<file path="src/rtl/mc_pkg.sv">
// Shared definitions for the multicycle control unit: state encoding,
// opcode constants and the datapath select/op codes.
package mc_pkg;

  typedef enum logic [3:0] {
    S_FETCH  = 4'd0,
    S_DECODE = 4'd1,
    S_MEMADR = 4'd2,
    S_MEMRD  = 4'd3,
    S_MEMWB  = 4'd4,
    S_MEMWR  = 4'd5,
    S_EXEC_R = 4'd6,
    S_RWB    = 4'd7,
    S_EXEC_I = 4'd8,
    S_IWB    = 4'd9,
    S_BRANCH = 4'd10,
    S_JUMP   = 4'd11,
    S_HALT   = 4'd12,
    S_ERR    = 4'd13
  } state_e;

  localparam logic [5:0] OP_RTYPE = 6'b000000;
  localparam logic [5:0] OP_LW    = 6'b100011;
  localparam logic [5:0] OP_SW    = 6'b101011;
  localparam logic [5:0] OP_ADDI  = 6'b001000;
  localparam logic [5:0] OP_ADDIU = 6'b001001;
  localparam logic [5:0] OP_BEQ   = 6'b000100;
  localparam logic [5:0] OP_J     = 6'b000010;
  localparam logic [5:0] OP_HALT  = 6'b111111;

  localparam logic [1:0] ALU_ADD   = 2'b00;
  localparam logic [1:0] ALU_SUB   = 2'b01;
  localparam logic [1:0] ALU_FUNCT = 2'b10;

  localparam logic [1:0] SRCB_REG  = 2'b00;
  localparam logic [1:0] SRCB_FOUR = 2'b01;
  localparam logic [1:0] SRCB_IMM  = 2'b10;
  localparam logic [1:0] SRCB_BOFS = 2'b11;

  localparam logic [1:0] PCSRC_ALU    = 2'b00;
  localparam logic [1:0] PCSRC_ALUOUT = 2'b01;
  localparam logic [1:0] PCSRC_JUMP   = 2'b10;

  // States that wait on mem_ready and are therefore subject to the timeout.
  function automatic logic is_mem_wait(state_e s);
    return (s == S_FETCH) || (s == S_MEMRD) || (s == S_MEMWR);
  endfunction

endpackage

</file>
<file path="src/rtl/mc_wait_counter.sv">
// Counts consecutive stalled cycles in a memory-wait state. at_limit is high
// when the current cycle is the LIMIT-th consecutive stalled cycle, so a
// stall in that cycle must fault.
module mc_wait_counter #(
  parameter int LIMIT = 15
) (
  input  logic clk,
  input  logic rst_n,
  input  logic enable,
  input  logic clear,
  output logic at_limit
);

  localparam int CW = (LIMIT < 2) ? 1 : $clog2(LIMIT);
  localparam logic [CW-1:0] LAST = CW'(LIMIT - 1);

  logic [CW-1:0] count_q, count_d;

  // Next count: clear wins, otherwise count stalls up to the last value.
  always_comb begin
    count_d = count_q;
    if (clear) begin
      count_d = '0;
    end else if (enable && !at_limit) begin
      count_d = count_q + CW'(1);
    end
  end

  // Count register.
  always_ff @(posedge clk) begin
    if (!rst_n) begin
      count_q <= '0;
    end else begin
      count_q <= count_d;
    end
  end

  assign at_limit = (count_q == LAST);

endmodule

</file>
<file path="src/rtl/multicycle_control.sv">
// Multicycle MIPS-style control FSM. Sequences fetch/decode/execute/memory/
// writeback, times out stalled memory accesses, and parks in HALT or ERR
// until reset.
module multicycle_control
  import mc_pkg::*;
#(
  parameter int WAIT_LIMIT = 15
) (
  input  logic       clk,
  input  logic       rst_n,
  input  logic [5:0] opcode,
  input  logic       mem_ready,
  output logic       pc_write,
  output logic       pc_write_cond,
  output logic       i_or_d,
  output logic       mem_read,
  output logic       mem_write,
  output logic       ir_write,
  output logic       mem_to_reg,
  output logic       reg_dst,
  output logic       reg_write,
  output logic       alu_src_a,
  output logic [1:0] alu_src_b,
  output logic [1:0] alu_op,
  output logic [1:0] pc_source,
  output logic       halted,
  output logic       error,
  output logic [3:0] state
);

  state_e     state_q, state_d;
  logic [5:0] opcode_q, opcode_d;
  logic       at_limit;
  logic       wait_en;
  logic       wait_clr;

  // Counter tracks stalls only while actually waiting; any state change
  // (including reset) starts the count afresh.
  assign wait_en  = rst_n && is_mem_wait(state_q) && !mem_ready;
  assign wait_clr = !rst_n || (state_d != state_q);

  mc_wait_counter #(
    .LIMIT(WAIT_LIMIT)
  ) u_wait (
    .clk     (clk),
    .rst_n   (rst_n),
    .enable  (wait_en),
    .clear   (wait_clr),
    .at_limit(at_limit)
  );

  // State register and opcode latched at DECODE.
  always_ff @(posedge clk) begin
    if (!rst_n) begin
      state_q  <= S_FETCH;
      opcode_q <= '0;
    end else begin
      state_q  <= state_d;
      opcode_q <= opcode_d;
    end
  end

  // Next-state decode; mem_ready beats a timeout in the same cycle.
  always_comb begin
    state_d  = state_q;
    opcode_d = opcode_q;
    case (state_q)
      S_FETCH: begin
        if (mem_ready)     state_d = S_DECODE;
        else if (at_limit) state_d = S_ERR;
      end
      S_DECODE: begin
        opcode_d = opcode;
        case (opcode)
          OP_RTYPE:         state_d = S_EXEC_R;
          OP_LW, OP_SW:     state_d = S_MEMADR;
          OP_ADDI, OP_ADDIU: state_d = S_EXEC_I;
          OP_BEQ:           state_d = S_BRANCH;
          OP_J:             state_d = S_JUMP;
          OP_HALT:          state_d = S_HALT;
          default:          state_d = S_ERR;
        endcase
      end
      S_MEMADR: begin
        if (opcode_q == OP_LW)      state_d = S_MEMRD;
        else if (opcode_q == OP_SW) state_d = S_MEMWR;
        else                        state_d = S_ERR;
      end
      S_MEMRD: begin
        if (mem_ready)     state_d = S_MEMWB;
        else if (at_limit) state_d = S_ERR;
      end
      S_MEMWR: begin
        if (mem_ready)     state_d = S_FETCH;
        else if (at_limit) state_d = S_ERR;
      end
      S_EXEC_R: state_d = S_RWB;
      S_EXEC_I: state_d = S_IWB;
      S_MEMWB, S_RWB, S_IWB, S_BRANCH, S_JUMP: state_d = S_FETCH;
      S_HALT:   state_d = S_HALT;
      S_ERR:    state_d = S_ERR;
      default:  state_d = S_ERR;
    endcase
    if (!rst_n) begin
      state_d  = S_FETCH;
      opcode_d = '0;
    end
  end

  // Per-state datapath controls; everything is forced low while in reset.
  always_comb begin
    pc_write      = 1'b0;
    pc_write_cond = 1'b0;
    i_or_d        = 1'b0;
    mem_read      = 1'b0;
    mem_write     = 1'b0;
    ir_write      = 1'b0;
    mem_to_reg    = 1'b0;
    reg_dst       = 1'b0;
    reg_write     = 1'b0;
    alu_src_a     = 1'b0;
    alu_src_b     = SRCB_REG;
    alu_op        = ALU_ADD;
    pc_source     = PCSRC_ALU;
    halted        = 1'b0;
    error         = 1'b0;
    case (state_q)
      S_FETCH: begin
        mem_read  = 1'b1;
        alu_src_b = SRCB_FOUR;
        ir_write  = mem_ready;
        pc_write  = mem_ready;
      end
      S_DECODE: alu_src_b = SRCB_BOFS;
      S_MEMADR: begin
        alu_src_a = 1'b1;
        alu_src_b = SRCB_IMM;
      end
      S_MEMRD: begin
        mem_read = 1'b1;
        i_or_d   = 1'b1;
      end
      S_MEMWB: begin
        reg_write  = 1'b1;
        mem_to_reg = 1'b1;
      end
      S_MEMWR: begin
        mem_write = 1'b1;
        i_or_d    = 1'b1;
      end
      S_EXEC_R: begin
        alu_src_a = 1'b1;
        alu_op    = ALU_FUNCT;
      end
      S_RWB: begin
        reg_write = 1'b1;
        reg_dst   = 1'b1;
      end
      S_EXEC_I: begin
        alu_src_a = 1'b1;
        alu_src_b = SRCB_IMM;
      end
      S_IWB: reg_write = 1'b1;
      S_BRANCH: begin
        alu_src_a     = 1'b1;
        alu_op        = ALU_SUB;
        pc_write_cond = 1'b1;
        pc_source     = PCSRC_ALUOUT;
      end
      S_JUMP: begin
        pc_write  = 1'b1;
        pc_source = PCSRC_JUMP;
      end
      S_HALT:  halted = 1'b1;
      S_ERR:   error  = 1'b1;
      default: ;
    endcase
    if (!rst_n) begin
      pc_write      = 1'b0;
      pc_write_cond = 1'b0;
      i_or_d        = 1'b0;
      mem_read      = 1'b0;
      mem_write     = 1'b0;
      ir_write      = 1'b0;
      mem_to_reg    = 1'b0;
      reg_dst       = 1'b0;
      reg_write     = 1'b0;
      alu_src_a     = 1'b0;
      alu_src_b     = SRCB_REG;
      alu_op        = ALU_ADD;
      pc_source     = PCSRC_ALU;
      halted        = 1'b0;
      error         = 1'b0;
    end
  end

  assign state = rst_n ? state_q : S_FETCH;

endmodule
</file>
<file path="config.mk">
export PLATFORM = sky130hd
export DESIGN_NAME = multicycle_control
export DESIGN_NICKNAME = d
export VERILOG_FILES = /design/src/rtl/mc_pkg.sv /design/src/rtl/mc_wait_counter.sv /design/src/rtl/multicycle_control.sv
export SDC_FILE = /design/constraint.sdc
export NUM_CORES = 1
export LEC_CHECK = 0
export BUFFER_PORTS_ARGS = -buffer_cell sky130_fd_sc_hd__buf_2
export CORE_AREA = 5 5 58 60
export DETAILED_ROUTE_END_ITERATION = 10
export DIE_AREA = 0 0 63 65
export HOLD_SLACK_MARGIN = 0.15
export PLACE_DENSITY = 0.85
export SETUP_SLACK_MARGIN = 0.4
export SLEW_MARGIN = 20
export SYNTH_ARGS = -nofsm -noshare
export SYNTH_HDL_FRONTEND = slang
export SYNTH_HIERARCHICAL = 1
export SYNTH_SLANG_ARGS = --single-unit
</file>
<file path="constraint.sdc">
create_clock -name clk -period 2.1 [get_ports clk]
set_input_delay 0.21 -clock clk [delete_from_list [all_inputs] [get_ports clk]]
set_output_delay 0.21 -clock clk [all_outputs]
set_load 0.02 [all_outputs]
</file>
-- After elaboration in Yosys (flattened, before gate mapping)
Cells that the tools add are included.
- reduce and logical (&&, ||, !) cells: 20
- multiplexer cells: 40
- add/sub/neg operators: 1
- eq/ne operators: 24
- bitwise logic cells: 1
- operators with widths (cell ; number):
    $pmux 4 s9 ; 1
    $mux 4 ; 8
    $eq 6x6->1 const B ; 5
    $eq 4x4->1 const B ; 7
    $pmux 4 s6 ; 1
    $mux 1 ; 23
    $eq 4x3->1 const B ; 4
    $eq 6x4->1 const B ; 2
    $reduce_or 2->1 ; 6
    $eq 4x2->1 const B ; 2
    $pmux 2 s2 ; 2
    $eq 6x2->1 const B ; 1
    $eq 6x3->1 const B ; 1
    $logic_not 6->1 ; 1
    $mux 2 ; 3
    $pmux 2 s3 ; 1
    $reduce_or 5->1 ; 1
    $add 4x1->4 const B ; 1
    $eq 4x1->1 const B ; 1
    $logic_not 4->1 ; 1
    $ne 4x4->1 ; 1
    $reduce_or 4->1 ; 1
    $logic_and 1x1->1 ; 3
    $logic_not 1->1 ; 3
    4 further kinds ; 6
- register bits: 14
- input port bits: 9
- output and inout bits: 22
- logic and storage cells: 89

-- Logic depth before layout (Yosys ltp)
Gate-level depths: netlist of the first run.
- word-level depth: 8
- depth in mapped cells: 11
- depth with buffers taken out: 11

-- Cells and area by module
The synthesis of the first run kept the hierarchy.
- by module, submodules not included (module ; sequential area each (um^2) ; area an instance (um^2) ; cells an instance ; instances):
    multicycle_control ; 200.2 ; 1051.0 ; 155 ; 1
    mc_wait_counter ; 80.1 ; 210.2 ; 23 ; 1

-- Worst setup path after synthesis of the first run
OpenSTA, ideal clock, no wires.
- path kind: register to register
- start: register u_wait.count_q[0]
- end: register u_wait.count_q[1]
- data required time: 2022 ps
- arrival: 2035 ps
- buffers on the path: 0
- stages on the path, launching flop included: 12
- setup slack: -13 ps
- library setup time: 78 ps
- period minus slack after synthesis: 2113 ps
- cell sequence: dfxtp_1 -> inv_1 -> ha_1 -> nand3_2 -> inv_1 -> nor3_1 -> o31a_1 -> o32ai_4 -> xnor2_1 -> a2111o_1 -> nand2b_1 -> nor3_1
- cells in the longest elaborated chain, start to end: 8
- elaborated cells between the ends (all ways): 13
- classes of those cells: add/sub: 1; eq/ne: 2; mux: 6; reduce/logical: 4
- ends and longest elaborated chain (item ; RTL line ; text):
    start, declared ; mc_wait_counter.sv:17 ; logic [CW-1:0] count_q, count_d;
    start signal, assigned ; mc_wait_counter.sv:34 ; count_q <= count_d;
    $eq 4x4->1 (*) ; mc_wait_counter.sv:38 ; assign at_limit = (count_q == LAST);
    via at_limit ; multicycle_control.sv:33 ; logic at_limit;
    $mux 4 (*) ; multicycle_control.sv:70, multicycle_control.sv:91, multicycle_control.sv:95 ;
    $mux 4 (on tied branches) ; multicycle_control.sv:94, multicycle_control.sv:69, multicycle_control.sv:90 ;
    $pmux 4 s9 (*) ; multicycle_control.sv:67 ; case (state_q)
    $mux 4 (*) ; multicycle_control.sv:104 ; if (!rst_n) begin
    $ne 4x4->1 (*) ; multicycle_control.sv:40 ; assign wait_clr = !rst_n || (state_d != state_q);
    $logic_or 1x1->1 (*) ; multicycle_control.sv:40 ;
    via wait_clr ; multicycle_control.sv:35 ; logic wait_clr;
    $reduce_or 2->1 (no line) (*) ; n/a ;
The timed path passes the listed nets; every way through them passes the cells marked *.
A chain may end at the register's enable or synchronous reset.

-- Worst setup path after layout of the first run
Ends and elaborated chain as after synthesis.

==> summary.md, run 1 <==
| Metric | Value |
|---|---|
| Result of the run | `complete, but fails checks` |
| Failing checks | `setup timing` |
| CTS Root Buffer Type | `sky130_fd_sc_hd__clkbuf_4` |
| CTS Buffer Depth | `2` |
| Number of logic stages on the critical path including buffering | `11` |
| Number of global-route vias before repair | `1496` |
| Class of the tightest hold or removal check | `in -> reg` |
| Post-synthesis register bit count | `14` |
| Cell count after synthesis | `178` |
| Clock group share of total power | `0.095` |
| Setup ws final | `-119.3 ps` |
| DRC violations left | `0` |
| Sum of net half-perimeters after detailed placement | `2.662 mm` |
| Met1 routed wirelength after detailed routing | `between 1.5 and 2 mm` |
| Nets | `between 200 and 250` |
| Post-layout total power | `0.002132 W` |
| Setup repair after global routing missed its margin | `yes` |
| GPL Wtd Cong | `0.8890` |
| Std-Cell Core Area | `2878 um^2` |
| Data arrival time at the worst-slack endpoint | `2430 ps` |
| First drt pass iteration count | `5` |
| Cell mode on critical path | `sky130_fd_sc_hd__nor3_2` |
| Period minus WS final | `between 2000 and 2500 ps` |
| Post-route ant nets | `0` |
| Transition at the pin with the smallest max-transition slack | `488.6 ps` |
| Die Span Y | `65 um` |
| Area leader, netlist | `sky130_fd_sc_hd__dfxtp_1` |
| Clock tree from TritonCTS | `yes` |
| Number of vias per cell | `6.465` |
| Startpoint types | `flop` |
| Cell types with the largest area share after synthesis | `sky130_fd_sc_hd__dfxtp_1 22%, sky130_fd_sc_hd__a21oi_1 7.5%, sky130_fd_sc_hd__nand2_1 6.3%` |
| Logic pwr share | `0.714` |
| Grt ovf | `0` |
| Final Skew | `3.246 ps` |
| Critical path origin | `u_wait/count_q[0]` |
| Capture point of the worst reg-to-reg path | `u_wait/count_q[1]` |
| Detailed-routed wire length on met2 | `about 2.5 mm` |
| Crit-path slowest cell | `sky130_fd_sc_hd__a2111o_1` |
| Total wirelength of the detailed-routed design | `approximately 5 mm` |
| Highest metal layer used by the detailed router | `met4` |
| Slew headroom | `0.6715` |
| Final count of pins violating max slew | `0` |
| Logic depth of the worst register-to-register path | `11` |
| I/O pins | `31` |
| Count of vias placed by the detailed router | `1681` |
| Hold violation count in the final report | `0` |
| Critical path fanouts, max | `4` |
| Number of antenna violations at the first check in global routing | `0` |
| Worst R2R Start | `u_wait/count_q[0]` |
| Highest cell delay on the worst timing path | `410 ps` |
| Fraction of registers with async set/reset | `0` |
| Syn-to-layout area delta | `54.37%` |
| Die Wd | `63 um` |
| Gate family responsible for the most delay along the worst path | `compound AO/OA/AOI/OAI gates` |
| Top cell types by occurrence after synthesis | `21 x sky130_fd_sc_hd__nand2_1, 19 x sky130_fd_sc_hd__a21oi_1, 19 x sky130_fd_sc_hd__nor2_1, 14 x sky130_fd_sc_hd__dfxtp_1, 12 x sky130_fd_sc_hd__nor3_1` |
| Count of clock tree sinks | `14` |
| WL per Instance | `19.52 um` |
| Pwr/cell area | `about 1100 nW/um^2` |
| Leak pwr | `0.8059 nW` |
| Wire length of the first global-routing pass | `6.561 mm` |
| Maximum number of pins on one net before global-route repair | `22` |
| CTS H-tree lvls | `1` |
| Final setup violating endpoints | `4` |
| Insertion delay to the later sink of the worst-skew pair | `290 ps` |
| Sequential cell area fraction in the yosys report | `0.2222` |
| Switching power | `0.001042 W` |
| Setup slack, reg-to-reg | `-120 ps` |
| Peak supply drop | `0.8983 mV` |
| YS warnings | `6` |
| Count of buffers inserted at the top-level ports | `30` |
| Clock transition at the registers of the reported paths | `90 ps` |
| Area enclosed by the die boundary | `just over 4000 um^2` |
| Dominant synthesized flop cell | `sky130_fd_sc_hd__dfxtp_1` |
| Max Cap Violations | `0` |
| Share of final-layout standard cells stronger than drive strength 1 | `0.4934` |
| Int Pwr | `between 0.001 and 0.0015 W` |
| Peak Freq | `between 0.4 and 0.5 GHz` |
| Fraction of the core area covered by cells at the end of the flow | `0.6765` |
| Total number of placement rows | `20` |
| EDFF count, synth | `0` |
| Flop pwr share | `0.191` |
| Initial Util | `0.4383` |
| Starting DRC count in detailed routing | `121` |
| Setup_tns | `-408.8 ps` |
| Worst EP required | `2310 ps` |
| Type of element capturing the critical path | `flop` |
| Synth unique cells | `55` |
| Switch share | `0.4889` |
| Area of the mapped netlist | `between 1000 and 1500 um^2` |
| Worst setup endpoint | `u_wait/count_q[1]` |
| Nets in the synthesized netlist | `between 150 and 200` |
| Number of buffers inserted during clock tree synthesis | `3` |
| Total track usage | `0.1943` |
| Post-synth top area share | `0.2222` |
| Buf+Inv Stages, Crit Path | `2` |
| Period utilization | `1.057` |
| Synthesized area divided by synthesized cell count | `7.085 um^2` |
| Cell with the most instances after synthesis | `sky130_fd_sc_hd__nand2_1` |
| Length of routed met3 wiring | `368 um` |
| Hold-fix buffers, CTS | `0` |
| Number of antenna repair diodes | `0` |
| Type of the worst setup path | `reg -> reg` |
| Ordered list of cells on the worst path | `inv_2 -> ha_4 -> nand3_4 -> inv_4 -> nor3_2 -> o31a_1 -> o32ai_4 -> xnor2_2 -> a2111o_1 -> nand2b_4 -> nor3_2` |
==> through the flow <==
step | cell area [um^2] | hold WS, ps | setup slack, ps | instances
finish | 1947 | 211.8 | -119.3 | 260
floorplan | 1324 | 346.0 | 133.8 | 178
global placement | 1565 | 444.2 | 49.19 | 245
CTS | 1770 | 212.7 | -71.80 | 258
global route | 1947 | 226.2 | -193.4 | 260
detailed placement | 1565 | 446.2 | -33.61 | 245
==> power by group through the flow <==
stage / Combinational [W] / Sequential, W / Clock [W]
2_1_floorplan: 0.000855 / 0.000369 / 0
3_3_place_gp: 0.00112 / 0.000388 / 0
3_5_place_dp: 0.00115 / 0.000387 / 0
4_1_cts: 0.00125 / 0.000391 / 0.000201
5_1_grt: 0.00161 / 0.000417 / 0.000217
6_report: 0.00152 / 0.000408 / 0.000202
==> worst min path at each step <==
stage | cells past startpoint | from | endpoint
2_1_floorplan | 2 | opcode[0] | opcode_q[0]
3_3_place_gp | 2 | opcode_q[4] | opcode_q[4]
3_5_place_dp | 2 | opcode_q[4] | opcode_q[4]
4_1_cts | 3 | opcode[4] | opcode_q[4]
5_1_grt | 3 | opcode[5] | opcode_q[5]
6_report | 3 | opcode[5] | opcode_q[5]
==> layout by cell type, fill, tap and decap left out, types with 3 or more instances in the layout <==
cell type / synthesis / layout
sky130_fd_sc_hd__dfxtp_1: 14 / 9
sky130_fd_sc_hd__buf_2: 6 / 16
sky130_fd_sc_hd__nand4_1: 3 / 3
sky130_fd_sc_hd__nand2_2: 1 / 3
sky130_fd_sc_hd__nor3_2: 1 / 7
sky130_fd_sc_hd__nor3_1: 12 / 4
sky130_fd_sc_hd__a21oi_1: 19 / 19
sky130_fd_sc_hd__dfxtp_4: 0 / 3
sky130_fd_sc_hd__o21ai_1: 0 / 3
sky130_fd_sc_hd__clkbuf_4: 0 / 3
sky130_fd_sc_hd__nand2_1: 21 / 19
sky130_fd_sc_hd__nor2_1: 19 / 14
sky130_fd_sc_hd__buf_6: 0 / 10
sky130_fd_sc_hd__buf_4: 1 / 29
sky130_fd_sc_hd__or2_2: 3 / 3
sky130_fd_sc_hd__nor2_4: 0 / 4
sky130_fd_sc_hd__inv_1: 8 / 4
sky130_fd_sc_hd__nand3_1: 4 / 4
sky130_fd_sc_hd__o21ai_0: 7 / 4
==> flip-flops by register name, indices dropped and copies added (netlist names) <==
name            flops
state_q             4
u_wait/count_q      4
opcode_q            6
==> worst reg2reg max path, cell delays in order, from the launching register on <==
cell and delay [ps]:
sky130_fd_sc_hd__dfxtp_2 350, sky130_fd_sc_hd__inv_2 50, sky130_fd_sc_hd__ha_4 160, sky130_fd_sc_hd__nand3_4 90, sky130_fd_sc_hd__inv_4 50, sky130_fd_sc_hd__nor3_2 170, sky130_fd_sc_hd__o31a_1 210, sky130_fd_sc_hd__o32ai_4 120
sky130_fd_sc_hd__xnor2_2 170, sky130_fd_sc_hd__a2111o_1 410, sky130_fd_sc_hd__nand2b_4 190, sky130_fd_sc_hd__nor3_2 180
==> timing repair <==
action | in CTS | in global routing
endpoints found under the setup margin | 26 | 29
pin swaps | 7 | 7
resized for setup | 34 | 38
buffers inserted | 9 | 2
==> logic make-up after synthesis <==
group / synth area share
AO/OA/AOI/OAI: 0.2679
XOR/XNOR: 0.02778
adder cells (fa/ha/maj): 0.01984
buffers and inverters: 0.09822
flip-flops: 0.2222
multiplexers: 0.01190
AND/OR/NAND/NOR: 0.3522
==> metal layers <==
metal,up-vias,global-route usage
met4,0,0.09549
li1,738,-
met2,118,0.3628
met3,45,0.02773
met5,-,0
met1,780,0.2109
==> final cells by class <==
type                       count  area [um^2]
multi-input combinational    142         1070
clock buffer                   4        36.28
timing repair buffer          58        465.4
tap                           33        41.29
fill                         193        930.9
sequential                    14        294.0
inverter                       9        40.04
Note: power is estimated with default switching activity, not from simulation.
==> run 2: changes to the inputs <==
--- a/constraint.sdc
+++ b/constraint.sdc
@@ -3,2 +3,2 @@
 set_output_delay 0.21 -clock clk [all_outputs]
-set_load 0.02 [all_outputs]
+set_load 0.01 [all_outputs]
==> run 2 against run 1 <==
Effect of this change:
- critical endpoint is now u_wait/count_q[2]
- count of clock-buffer cells in the layout did not move
- die area did not move
- hold slack got worse by 5.3 ps
- critical path depth fell by 1
- highest routed layer unchanged
- clock skew rose by 13 ps
- critical path type unchanged
- sequential share of layout area fell by 1.1 points
- maximum frequency rose by 4.2%
- first-iteration DRC count rose by 73%
- clock power rose by 4%
- the run still ends with setup timing left
- flip-flop and latch count did not move
- non-clock buffer count rose by 20
==> summary.md, run 2 (synthesis gave the netlist of run 1 again) <==
| Metric | Value |
|---|---|
| Critical path fanouts, max | `4 (unchanged)` |
| Buf+Inv Stages, Crit Path | `2 (unchanged)` |
| CTS Root Buffer Type | `sky130_fd_sc_hd__clkbuf_4 (unchanged)` |
| GPL Wtd Cong | `0.9669 (was 0.8890)` |
| Startpoint types | `flop (unchanged)` |
| Slew headroom | `0.6991 (was 0.6715)` |
| Final count of pins violating max slew | `0 (unchanged)` |
| Period minus WS final | `2129 ps (was 2219 ps)` |
| I/O pins | `31 (unchanged)` |
| Most common library cell in the layout ignoring fill and taps | `sky130_fd_sc_hd__buf_2 (was sky130_fd_sc_hd__buf_4)` |
| Peak Freq | `0.4696 GHz (was 0.4506 GHz)` |
| Insertion delay to the later sink of the worst-skew pair | `310 ps (was 290 ps)` |
| WL per Instance | `20.51 um (was 19.52 um)` |
| Number of antenna violations at the first check in global routing | `0 (unchanged)` |
| Wire length of the first global-routing pass | `7.389 mm (was 6.561 mm)` |
| Number of flip-flops in the largest register | `6 (unchanged)` |
| CTS Buffer Depth | `2 (unchanged)` |
| Highest cell delay on the worst timing path | `460 ps (was 410 ps)` |
| Commonest non-fill, non-tap cells in the layout | `29 x sky130_fd_sc_hd__buf_2, 28 x sky130_fd_sc_hd__buf_4, 18 x sky130_fd_sc_hd__a21oi_1 (was 29 x sky130_fd_sc_hd__buf_4, 19 x sky130_fd_sc_hd__nand2_1, 19 x sky130_fd_sc_hd__a21oi_1)` |
| Post-route ant nets | `0 (unchanged)` |
| Peak supply drop | `0.7574 mV (was 0.8983 mV)` |
| Transition at the pin with the smallest max-transition slack | `440.0 ps (was 488.6 ps)` |
| Type of the worst setup path | `reg -> reg (unchanged)` |
| Number of global-route vias before repair | `1564 (was 1496)` |
| Type of element capturing the critical path | `flop (unchanged)` |
| Total track usage | `0.2246 (was 0.1943)` |
| Filler cell count | `189 (was 193)` |
| Number of vias per cell | `6.518 (was 6.465)` |
| Setup_tns | `-31.59 ps (was -408.8 ps)` |
| DRC violations left | `0 (unchanged)` |
| CTS H-tree lvls | `1 (unchanged)` |
| Hold-fix buffers, CTS | `0 (unchanged)` |
| Max Cap Violations | `0 (unchanged)` |
| Setup repair after global routing missed its margin | `yes (unchanged)` |
| Starting DRC count in detailed routing | `209 (was 121)` |
| Initial Util | `0.4383 (unchanged)` |
| Grt ovf | `0 (unchanged)` |
| Die Wd | `63 um (unchanged)` |
| Final Skew | `15.94 ps (was 3.246 ps)` |
| Number of antenna repair diodes | `0 (unchanged)` |
| Class of the tightest hold or removal check | `in -> reg (unchanged)` |
| Met1 routed wirelength after detailed routing | `1.999 mm (was 1.806 mm)` |
| Ordered list of cells on the worst path | `inv_2 -> ha_4 -> nand3_4 -> inv_4 -> or2_4 -> o21ai_2 -> nand4_1 -> a2111o_1 -> nand2b_4 -> nor3_2 (was inv_2 -> ha_4 -> nand3_4 -> inv_4 -> nor3_2 -> o31a_1 -> o32ai_4 -> xnor2_2 -> a2111o_1 -> nand2b_4 -> nor3_2)` |
| Total number of placement rows | `20 (unchanged)` |
| Nets | `259 (was 239)` |
| Leak pwr | `0.9020 nW (was 0.8059 nW)` |
| Pwr/cell area | `1094 nW/um^2 (was 1095 nW/um^2)` |
| Data arrival time at the worst-slack endpoint | `2350 ps (was 2430 ps)` |
| Highest metal layer used by the detailed router | `met4 (unchanged)` |
| Sum of net half-perimeters after detailed placement | `2.734 mm (was 2.662 mm)` |
| Crit-path slowest cell | `sky130_fd_sc_hd__a2111o_1 (unchanged)` |
| Worst EP required | `2320 ps (was 2310 ps)` |
| Gate family responsible for the most delay along the worst path | `simple AND/OR/NAND/NOR gates (was compound AO/OA/AOI/OAI gates)` |
| Setup ws final | `-29.34 ps (was -119.3 ps)` |
| Count of vias placed by the detailed router | `1825 (was 1681)` |
| Result of the run | `complete, but fails checks (unchanged)` |
| Total wirelength of the detailed-routed design | `5.744 mm (was 5.074 mm)` |
| Number of buffers inserted during clock tree synthesis | `3 (unchanged)` |
| Final setup violating endpoints | `2 (was 4)` |
| Clock tree from TritonCTS | `yes (unchanged)` |
| Biggest registers after layout | `opcode_q: 6 flops, state_q: 4 flops, u_wait/count_q: 4 flops (unchanged)` |
| Maximum number of pins on one net before global-route repair | `15 (was 22)` |
| Post-layout total power | `0.002333 W (was 0.002132 W)` |
| Failing checks | `setup timing (unchanged)` |
| Area enclosed by the die boundary | `4095 um^2 (unchanged)` |
| Syn-to-layout area delta | `69.15% (was 54.37%)` |
| Largest register by flop count | `opcode_q (unchanged)` |
| Hold violation count in the final report | `0 (unchanged)` |
| Count of buffers inserted at the top-level ports | `30 (unchanged)` |
| Length of routed met3 wiring | `558 um (was 368 um)` |
| Die Span Y | `65 um (unchanged)` |
| Share of final-layout standard cells stronger than drive strength 1 | `0.5466 (was 0.4934)` |
| Period utilization | `1.014 (was 1.057)` |
| Clock transition at the registers of the reported paths | `80 ps (was 90 ps)` |
| First drt pass iteration count | `6 (was 5)` |
| Std-Cell Core Area | `2878 um^2 (unchanged)` |
| Count of clock tree sinks | `14 (unchanged)` |
| Detailed-routed wire length on met2 | `2.782 mm (was 2.511 mm)` |
==> run 2: metal layers <==
layer,track usage,vias to the layer above
met1,0.2471,821
li1,-,781
met2,0.4051,160
met4,0.1061,0
met5,0,-
met3,0.04853,63
==> run 2: power breakdown <==
group | switching [W] | internal [W] | leakage, nW
clock network | 0.000104 | 0.000106 | 0.0210
logic | 0.000887 | 0.000819 | 0.763
registers | 0.0000822 | 0.000335 | 0.118
==> run 2: cell type report <==
type	instances	area [um^2]	area share
Multi-Input combinational cell	142	1076	0.5044
Timing Repair Buffer	78	638.1	0.2991
Sequential cell	14	297.8	0.1396
Inverter	9	43.79	0.02053
Tap cell	33	41.29	0.01935
Clock buffer	4	36.28	0.01701
==> run 2: through the flow <==
step / hold WS (ps) / instance area [um^2] / setup slack (ps) / std cells / utilization
5_1_grt: 220.3 / 2133 / -102.7 / 280 / 0.7413
2_1_floorplan: 346.0 / 1303 / 133.8 / 178 / -
6_report: 206.6 / 2133 / -29.34 / 280 / 0.7413
3_5_place_dp: 450.7 / 1546 / -28.87 / 247 / 0.5374
4_1_cts: 191.8 / 1869 / 69.89 / 270 / 0.6496
3_3_place_gp: 443.0 / 1546 / 45.64 / 247 / 0.5374
==> run 2: final timing paths <==
check | start | endpoint | cells after the start | slack [ps]
max | u_wait/count_q[0] | u_wait/count_q[2] | 10 | -30
min | opcode[5] | opcode_q[5] | 3 | 210
max reg2reg | u_wait/count_q[0] | u_wait/count_q[2] | 10 | -30
min reg2reg | opcode_q[4] | opcode_q[4] | 2 | 470
==> run 2: what timing repair did <==
| action | in CTS | in global routing |
|---|---|---|
| resized for setup | 35 | 45 |
| gates cloned | 2 | 0 |
| hold endpoints to repair | 0 | 0 |
| setup endpoints to repair | 19 | 22 |
| setup buffers | 17 | 10 |
| pin swaps | 7 | 8 |
==> run 2: worst register-to-register path: stages, from the launching register on <==
cell,delay (ps)
sky130_fd_sc_hd__dfxtp_2,340
sky130_fd_sc_hd__inv_2,50
sky130_fd_sc_hd__ha_4,160
sky130_fd_sc_hd__nand3_4,70
sky130_fd_sc_hd__inv_4,50
sky130_fd_sc_hd__or2_4,240
sky130_fd_sc_hd__o21ai_2,200
sky130_fd_sc_hd__nand4_1,160
sky130_fd_sc_hd__a2111o_1,460
sky130_fd_sc_hd__nand2b_4,180
sky130_fd_sc_hd__nor3_2,160
